[src/rtl/nonce_result_scanner_pkg.sv]
`default_nettype none
// ============================================================================
// Module : nonce_result_scanner_pkg
// Brief  : Shared types and constants for the nonce result scanner.
// Rev    : 1.0 - initial release
// ============================================================================
package nonce_result_scanner_pkg;

    typedef enum logic [1:0] {
        S_IDLE  = 2'd0,
        S_READ  = 2'd1,
        S_WRITE = 2'd2
    } scan_state_t;

    localparam int          SUMMARY_WORDS = 3;
    localparam logic [31:0] HASH_MAX      = 32'hFFFF_FFFF;

endpackage
`default_nettype wire

[src/rtl/nonce_result_scanner_if.sv]
`default_nettype none
// ============================================================================
// Module : nonce_result_scanner_if
// Brief  : Start/done control, scan results and single-port memory bus.
// Rev    : 1.0 - initial release
// ============================================================================
interface nonce_result_scanner_if #(
    parameter int NUM_NONCES = 16
);
    localparam int CNT_W = $clog2(NUM_NONCES + 1);

    logic             start;
    logic [15:0]      result_addr;
    logic [15:0]      summary_addr;
    logic [31:0]      target;
    logic             done;
    logic             found;
    logic [31:0]      best_nonce;
    logic [31:0]      best_hash;
    logic [CNT_W-1:0] hit_count;
    logic             mem_clk;
    logic             mem_we;
    logic [15:0]      mem_addr;
    logic [31:0]      mem_write_data;
    logic [31:0]      mem_read_data;

    modport slave (
        input  start, result_addr, summary_addr, target, mem_read_data,
        output done, found, best_nonce, best_hash, hit_count,
               mem_clk, mem_we, mem_addr, mem_write_data
    );

    modport master (
        output start, result_addr, summary_addr, target, mem_read_data,
        input  done, found, best_nonce, best_hash, hit_count,
               mem_clk, mem_we, mem_addr, mem_write_data
    );

endinterface
`default_nettype wire

[src/rtl/nonce_result_scanner_hash_min_tracker.sv]
`default_nettype none
// ============================================================================
// Module : nonce_result_scanner_hash_min_tracker
// Brief  : Running minimum hash with its index, plus count of hashes <= target.
// Rev    : 1.0 - initial release
// ============================================================================
module nonce_result_scanner_hash_min_tracker
    import nonce_result_scanner_pkg::*;
#(
    parameter int IDX_W = 5
) (
    input  logic             clk,
    input  logic             reset,
    input  logic             clr_i,
    input  logic             valid_i,
    input  logic [31:0]      hash_i,
    input  logic [IDX_W-1:0] idx_i,
    input  logic [31:0]      target_i,
    output logic [31:0]      best_hash_o,
    output logic [IDX_W-1:0] best_idx_o,
    output logic [IDX_W-1:0] hit_count_o
);

    logic [31:0]      best_hash_q, best_hash_d;
    logic [IDX_W-1:0] best_idx_q, best_idx_d;
    logic [IDX_W-1:0] hit_count_q, hit_count_d;

    always_comb begin
        best_hash_d = best_hash_q;
        best_idx_d  = best_idx_q;
        hit_count_d = hit_count_q;
        if (clr_i) begin
            best_hash_d = HASH_MAX;
            best_idx_d  = '0;
            hit_count_d = '0;
        end else if (valid_i) begin
            // Strict compare keeps the lowest index on ties.
            if (hash_i < best_hash_q) begin
                best_hash_d = hash_i;
                best_idx_d  = idx_i;
            end
            if (hash_i <= target_i) begin
                hit_count_d = hit_count_q + IDX_W'(1);
            end
        end
    end

    always_ff @(posedge clk) begin
        if (reset) begin
            best_hash_q <= HASH_MAX;
            best_idx_q  <= '0;
            hit_count_q <= '0;
        end else begin
            best_hash_q <= best_hash_d;
            best_idx_q  <= best_idx_d;
            hit_count_q <= hit_count_d;
        end
    end

    assign best_hash_o = best_hash_q;
    assign best_idx_o  = best_idx_q;
    assign hit_count_o = hit_count_q;

endmodule
`default_nettype wire

[src/rtl/nonce_result_scanner.sv]
`default_nettype none
// ============================================================================
// Module : nonce_result_scanner
// Brief  : Streams hasher results from memory, finds the best nonce, writes a summary.
// Rev    : 1.0 - initial release
// ============================================================================
module nonce_result_scanner
    import nonce_result_scanner_pkg::*;
#(
    parameter int NUM_NONCES = 16,
    parameter int CNT_W      = $clog2(NUM_NONCES + 1)
) (
    input  logic                  clk,
    input  logic                  reset,
    nonce_result_scanner_if.slave bus
);

    // Sequence counter must also reach the last summary word index.
    localparam int SEQ_W = (CNT_W > 2) ? CNT_W : 2;

    scan_state_t      state_q, state_d;
    logic [SEQ_W-1:0] cnt_q, cnt_d;
    logic [15:0]      result_addr_q, result_addr_d;
    logic [15:0]      summary_addr_q, summary_addr_d;
    logic [31:0]      target_q, target_d;

    logic             start_accept;
    logic             trk_valid;
    logic [CNT_W-1:0] trk_idx;
    logic [31:0]      best_hash;
    logic [CNT_W-1:0] best_idx;
    logic [CNT_W-1:0] hit_count;

    assign start_accept = (state_q == S_IDLE) && bus.start;

    always_ff @(posedge clk) begin
        if (reset) begin
            state_q        <= S_IDLE;
            cnt_q          <= '0;
            result_addr_q  <= '0;
            summary_addr_q <= '0;
            target_q       <= '0;
        end else begin
            state_q        <= state_d;
            cnt_q          <= cnt_d;
            result_addr_q  <= result_addr_d;
            summary_addr_q <= summary_addr_d;
            target_q       <= target_d;
        end
    end

    always_comb begin
        state_d        = state_q;
        cnt_d          = cnt_q;
        result_addr_d  = result_addr_q;
        summary_addr_d = summary_addr_q;
        target_d       = target_q;
        case (state_q)
            S_IDLE: begin
                if (bus.start) begin
                    state_d        = S_READ;
                    cnt_d          = '0;
                    result_addr_d  = bus.result_addr;
                    summary_addr_d = bus.summary_addr;
                    target_d       = bus.target;
                end
            end
            S_READ: begin
                // One extra cycle drains the last read's one-cycle latency.
                if (cnt_q == SEQ_W'(NUM_NONCES)) begin
                    state_d = S_WRITE;
                    cnt_d   = '0;
                end else begin
                    cnt_d = cnt_q + SEQ_W'(1);
                end
            end
            S_WRITE: begin
                if (cnt_q == SEQ_W'(SUMMARY_WORDS - 1)) begin
                    state_d = S_IDLE;
                    cnt_d   = '0;
                end else begin
                    cnt_d = cnt_q + SEQ_W'(1);
                end
            end
            default: begin
                state_d = S_IDLE;
                cnt_d   = '0;
            end
        endcase
    end

    always_comb begin
        bus.done           = 1'b0;
        bus.mem_we         = 1'b0;
        bus.mem_addr       = '0;
        bus.mem_write_data = '0;
        case (state_q)
            S_IDLE: begin
                bus.done = 1'b1;
            end
            S_READ: begin
                bus.mem_addr = result_addr_q + 16'(cnt_q);
            end
            S_WRITE: begin
                bus.mem_we   = 1'b1;
                bus.mem_addr = summary_addr_q + 16'(cnt_q);
                case (cnt_q)
                    SEQ_W'(0): bus.mem_write_data = 32'(best_idx);
                    SEQ_W'(1): bus.mem_write_data = best_hash;
                    default:   bus.mem_write_data = 32'(hit_count);
                endcase
            end
            default: begin
                bus.done = 1'b0;
            end
        endcase
    end

    assign trk_valid = (state_q == S_READ) && (cnt_q != '0);
    assign trk_idx   = CNT_W'(cnt_q - SEQ_W'(1));

    nonce_result_scanner_hash_min_tracker #(
        .IDX_W(CNT_W)
    ) u_tracker (
        .clk        (clk),
        .reset      (reset),
        .clr_i      (start_accept),
        .valid_i    (trk_valid),
        .hash_i     (bus.mem_read_data),
        .idx_i      (trk_idx),
        .target_i   (target_q),
        .best_hash_o(best_hash),
        .best_idx_o (best_idx),
        .hit_count_o(hit_count)
    );

    assign bus.found      = (hit_count != '0);
    assign bus.best_nonce = 32'(best_idx);
    assign bus.best_hash  = best_hash;
    assign bus.hit_count  = hit_count;
    assign bus.mem_clk    = clk;

endmodule
`default_nettype wire

[src/flat_wrapper.sv]
// flat-port wrapper written by rule: the top's interface ports become plain ports
module nonce_result_scanner_flat import nonce_result_scanner_pkg::*;
#(
    parameter int NUM_NONCES = 16,
    parameter int CNT_W      = $clog2(NUM_NONCES + 1)
)
  (clk, reset, bus_start, bus_result_addr, bus_summary_addr, bus_target, bus_mem_read_data, bus_done, bus_found, bus_best_nonce, bus_best_hash, bus_hit_count, bus_mem_clk, bus_mem_we, bus_mem_addr, bus_mem_write_data);
  nonce_result_scanner_if #(.NUM_NONCES(NUM_NONCES)) bus_i ();
  input  logic clk;
  input  logic reset;
  input wire logic [$bits(bus_i.start)-1:0] bus_start;
  input wire logic [$bits(bus_i.result_addr)-1:0] bus_result_addr;
  input wire logic [$bits(bus_i.summary_addr)-1:0] bus_summary_addr;
  input wire logic [$bits(bus_i.target)-1:0] bus_target;
  input wire logic [$bits(bus_i.mem_read_data)-1:0] bus_mem_read_data;
  output wire logic [$bits(bus_i.done)-1:0] bus_done;
  output wire logic [$bits(bus_i.found)-1:0] bus_found;
  output wire logic [$bits(bus_i.best_nonce)-1:0] bus_best_nonce;
  output wire logic [$bits(bus_i.best_hash)-1:0] bus_best_hash;
  output wire logic [$bits(bus_i.hit_count)-1:0] bus_hit_count;
  output wire logic [$bits(bus_i.mem_clk)-1:0] bus_mem_clk;
  output wire logic [$bits(bus_i.mem_we)-1:0] bus_mem_we;
  output wire logic [$bits(bus_i.mem_addr)-1:0] bus_mem_addr;
  output wire logic [$bits(bus_i.mem_write_data)-1:0] bus_mem_write_data;
  assign bus_i.start = bus_start;
  assign bus_i.result_addr = bus_result_addr;
  assign bus_i.summary_addr = bus_summary_addr;
  assign bus_i.target = bus_target;
  assign bus_i.mem_read_data = bus_mem_read_data;
  assign bus_done = bus_i.done;
  assign bus_found = bus_i.found;
  assign bus_best_nonce = bus_i.best_nonce;
  assign bus_best_hash = bus_i.best_hash;
  assign bus_hit_count = bus_i.hit_count;
  assign bus_mem_clk = bus_i.mem_clk;
  assign bus_mem_we = bus_i.mem_we;
  assign bus_mem_addr = bus_i.mem_addr;
  assign bus_mem_write_data = bus_i.mem_write_data;
  nonce_result_scanner #(.NUM_NONCES(NUM_NONCES), .CNT_W(CNT_W)) u_core (.clk(clk), .reset(reset), .bus(bus_i));
endmodule
[config.mk]
export PLATFORM = sky130hd
export DESIGN_NAME = nonce_result_scanner_flat
export DESIGN_NICKNAME = d
export VERILOG_FILES = /design/src/rtl/nonce_result_scanner_pkg.sv /design/src/rtl/nonce_result_scanner_if.sv /design/src/rtl/nonce_result_scanner_hash_min_tracker.sv /design/src/rtl/nonce_result_scanner.sv /design/src/flat_wrapper.sv
export SDC_FILE = /design/constraint.sdc
export NUM_CORES = 1
export LEC_CHECK = 0
export CORE_MARGIN = 2
export CORE_UTILIZATION = 50
export CTS_BUF_LIST = sky130_fd_sc_hd__clkbuf_4
export CTS_CLUSTER_DIAMETER = 60
export DETAILED_ROUTE_END_ITERATION = 8
export DONT_BUFFER_PORTS = 1
export PLACE_DENSITY = 0.66
export REMOVE_ABC_BUFFERS = 1
export SLEW_MARGIN = 15
export SYNTH_ARGS = -nofsm -noshare
export SYNTH_HDL_FRONTEND = slang
export SYNTH_SLANG_ARGS = --single-unit
[constraint.sdc]
create_clock -name clk -period 6.3 [get_ports clk]
set_clock_uncertainty 0.15 [all_clocks]
set_input_delay 0.945 -clock clk [delete_from_list [all_inputs] [get_ports clk]]
set_output_delay 0.945 -clock clk [all_outputs]
set_load 0.02 [all_outputs]
* Word level (Yosys, flattened, before mapping)
Index checks and enable logic that the tools add are counted.
** Word-level totals
- Bits of input ports :: 99
- Flip-flop bits (word level) :: 113
** Operators by class
- Eq/ne operators :: 8
- Reduce and logical (&&, ||, !) cells :: 11
- $lt $le $gt $ge :: 2
- $add $sub $neg :: 5
- Mux-type cells :: 13
** Operators with widths (count)
- one-hot mux 32 bit (2 select lines) :: 1
- adder 16 x 5 -> 16 bit :: 2
- less-or-equal comparator 32 bit :: 1
- less-than comparator 32 bit :: 1
- 2-to-1 mux 32 bit :: 1
- one-hot mux 16 bit (2 select lines) :: 1
- 2-to-1 mux 5 bit :: 3
- one-hot mux 5 bit (3 select lines) :: 1
- adder 5 x 1 -> 5 bit, second input constant :: 2
- nonzero test 5 bit :: 2
- 2-to-1 mux 2 bit :: 3
- one-hot mux 2 bit (3 select lines) :: 1
- AND reduction 2 bit :: 3
- == test 5 x 1 -> 1 bit, second input constant :: 1
- == test 5 x 2 -> 1 bit, second input constant :: 1
- == test 5 bit, second input constant :: 1
- zero test 5 bit :: 1
- subtractor 5 x 1 -> 5 bit, second input constant :: 1
- inequality test 2 x 1 -> 1 bit, second input constant :: 2
- AND reduction 3 bit :: 1
- == test 2 x 1 -> 1 bit, second input constant :: 1
- == test 2 bit, second input constant :: 1
- logical AND 1 bit :: 2
- zero test 2 bit :: 1
- other kinds (3) :: 4

* Longest topological paths before layout
- Word-level depth :: 3
- Mapped depth :: 17
- Mapped depth without buffers :: 13

* Hierarchy
From an unflattened synthesis, not the netlist that was laid out.
** Second synthesis, totals
- Cell total of the unflattened synthesis :: 948
- Area total of the unflattened synthesis :: 7352.1 um^2
** By module, submodules not included
- nonce_result_scanner :: instances 1, cells each 529, area an instance 3973.8 um^2
- nonce_result_scanner_hash_min_tracker :: instances 1, cells each 419, area an instance 3378.2 um^2

==> out/metrics.cfg <==
[sta]
slew_at_the_pin_with_the_worst_max_slew_slack_ps=1120
slew_violations=0
report.final.hold_viol_count=0
grt_setup_unrepaired=false
finalWorstPathRequiredPeriod_ps=5200
slew_headroom_pct=25.4
max_freq_mhz=192
report.final.setup_viol=0
final_min_period_over_clock_period_pct=82.6
fin_tns_setup_ps=0

[route]
route.detailed.wl_per_inst_um=15.7
viasPerCell=5.41
ant_nets=0
drt_iter0_markers=316
detail_route.first_pass.iterations=5
vias=5754
finalWirelength_um=16700
drcViolationCount=0

[final_layout]
final_cell_count_no_fill=1064
post_route_cells_drive_above_1_share_pct=5.89
number_of_filler_instances_in_the_final_layout=1394
final_util_pct=52.5
synthToLayoutAreaGrowth_pct=3.62
finish.net_count=1048

[floorplanning]
io_pins=220
core.rowCount=43
core_area_um2=13700
fp.dieArea_um2=14900
floorplan.die.width_um=122
effective_utilization_at_floorplan_pct=50.7
die-height_um=122

[synthesis]
post_synth_edffs=0
synth.yosys.seq_area_share_pct=32.5
synth_largest_type_area_fraction_pct=32.5
ys_async_sr_fraction_pct=0
postSynthRegisterBits=113
netlist_area_um2=6950
synthFlopType=dfxtp_1
synth.distinct_cells=50
synth.area.top_cells=dfxtp_1 33%, ha_1 14%, nand2_1 10%, a21oi_1 7.6%, inv_1 4.2%
synth-warning-count=0
syn-mean-instance-area_um2=7.76
post-synth-top-area-cell=dfxtp_1
postSynthCellCount=896

[clock_network]
cts-hold-fix-buffers=0
clkSinkCount=113
htree_num_levels=4
cts_tree=built
cts_setup_buffers=0
cts_resized=0
clk_latency_ps=550
tritoncts.num_buffers=17
cts_root_buffer=clkbuf_4
worst_path_clk_slew_ps=100
cts-root-to-sink-buffers=2

[grt]
grt_pass1_vias=5326
number_of_antenna_violations_at_the_first_check_in_global_routing=1
pin_count_of_the_biggest_net_entering_global_routing=72
grt_overflow_total=0
globalRouteTotalUtil_pct=23.3
first_pass_grt_wire_length_um=26900

[setup_path]
regToRegStartpoint=u_core.cnt_q[0]$_SDFFE_PP0P_
timing.critical_path.to=bus_mem_addr[12]
timing_worst_setup_path_type=reg -> out
worstSetupStartpointType=register
rr_endpoint=u_core.u_tracker.best_hash_o[13]$_SDFFE_PP1P_
required_ps=5200
worst-r2r-cell-count=9
worst-r2r-setup-slack_ps=2740
crit_path_max_fanout=31
end_kind=primary output
cp.arrival_ps=4110
setup.worst_path.start=u_core.state_q[0]$_SDFFE_PP0P_

[outcome]
result_of_the_run=complete, no violations

[run]
max-cap-violations=0

[place]
dp.cells=1032
placement.io_buffers=0
finalWeightedCongestion=0.855
hpwlAfterDp_um=12200

[power_and_ir_drop]
power-per-cell-area_nw_per_um2=238
max-vdd-ir-drop_mv=0.160
report.power.total_uw=1710
leakage_power_total_uw=0.00317

[hold_path]
min-delay-path-class=reg -> reg

==> metrics by stage <==
stage | instance area (um2) | hold WS (ps) | setup WS (ps)
finish | 7200 | 305 | 1100
global route | 7200 | 247 | 654
CTS | 7200 | 279 | 1060
detailed placement | 6920 | 292 | 1650
global placement | 6920 | 287 | 1750
floorplan | 6650 | 277 | 1610
==> logic make-up after synthesis <==
group | Yosys count | share of synthesized area (%)
simple gates | 319 | 21.5
compound gates | 201 | 17.5
buf+inv | 154 | 10.0
flops | 113 | 32.5
fa+ha+maj | 78 | 14.1
mux | 17 | 2.59
xor+xnor | 13 | 1.64
other cells | 1 | 0.0540
==> worst min path at each step <==
stage          slack (ps)                                  start  cells past startpoint                                    end
2_1_floorplan         280  u_core.summary_addr_q[0]$_SDFFE_PP0P_                      2  u_core.summary_addr_q[0]$_SDFFE_PP0P_
3_3_place_gp          290  u_core.result_addr_q[14]$_SDFFE_PP0P_                      2  u_core.result_addr_q[14]$_SDFFE_PP0P_
3_5_place_dp          290       u_core.target_q[21]$_SDFFE_PP0P_                      2       u_core.target_q[21]$_SDFFE_PP0P_
4_1_cts               280                                  reset                      1           u_core.cnt_q[1]$_SDFFE_PP0P_
5_1_grt               250                                  reset                      1  u_core.summary_addr_q[2]$_SDFFE_PP0P_
6_report              300       u_core.target_q[28]$_SDFFE_PP0P_                      2       u_core.target_q[28]$_SDFFE_PP0P_
==> registers in the layout, summed over array words and instances (netlist names) <==
register	count
u_core.cnt_q	5
u_core.u_tracker.hit_count_o	5
u_core.target_q	32
u_core.result_addr_q	16
u_core.u_tracker.best_hash_o	32
u_core.summary_addr_q	16
u_core.u_tracker.best_idx_o	5
u_core.state_q	2
==> critical path, cell delays in order (launching register included) <==
cell,delay [ps]
dfxtp_1,340
inv_1,80
ha_2,480
buf_4,450
mux2_2,230
ha_1,150
inv_1,50
fa_1,380
nor2b_1,170
o21a_1,160
o21ai_0,130
a21oi_1,420
nand3_1,140
xor2_1,140
and2_1,250
==> layout by cell type (no fill, tap or decap), drive strengths merged, types with 9 or more instances in the layout <==
cell type  count
mux2i          9
conb          27
and2           9
nand2        186
nor3          10
a21oi        106
ha            77
clkbuf        18
nor2          20
nand4         18
a21o          11
inv           78
dfxtp        113
o211ai        32
nand3         20
o21ai         20
and3          30
==> metal layers <==
layer  part of all wire, %  up-vias  GRT usage, %
li1                      -     2972             -
met1                    46     2608          30.4
met2                    46      158          36.7
met3                   7.5       16          8.29
met4                   1.1        0          5.82
met5                     0        -             0
==> layout make-up <==
class,count,area (um2),share of cell area (%)
Antenna cell,1,2.50,0.0347
Clock buffer,18,135,1.88
Clock inverter,13,145,2.02
Inverter,79,297,4.12
Multi-Input combinational cell,655,4100,56.9
Sequential cell,113,2260,31.4
Tap cell,180,225,3.13
Timing Repair Buffer,5,37.5,0.521
==> power breakdown <==
group | switching, uW | internal [uW] | total, uW
clock | 288 | 270 | 558
combinational | 240 | 121 | 361
sequential | 30.5 | 761 | 792
==> synthesized netlist by cell type, types with 5 or more instances <==
| master | number |
|---|---|
| mux2i_1 | 9 |
| xor2_1 | 7 |
| a211oi_1 | 7 |
| o211ai_1 | 32 |
| xnor2_1 | 6 |
| a211o_1 | 5 |
| and3_1 | 30 |
| nand2b_1 | 5 |
| o21ai_0 | 20 |
| nor2_1 | 20 |
| a21oi_1 | 106 |
| ha_1 | 77 |
| nor3_1 | 10 |
| nand2_1 | 186 |
| a21o_1 | 11 |
| a22oi_1 | 6 |
| clkbuf_1 | 34 |
| nand4_1 | 18 |
| inv_1 | 78 |
| and2_1 | 9 |
| dfxtp_1 | 113 |
| mux2_2 | 8 |
| buf_4 | 29 |
| buf_2 | 7 |
| nor2b_1 | 5 |
| nand3_1 | 20 |
(Power assumes the default switching activity.)
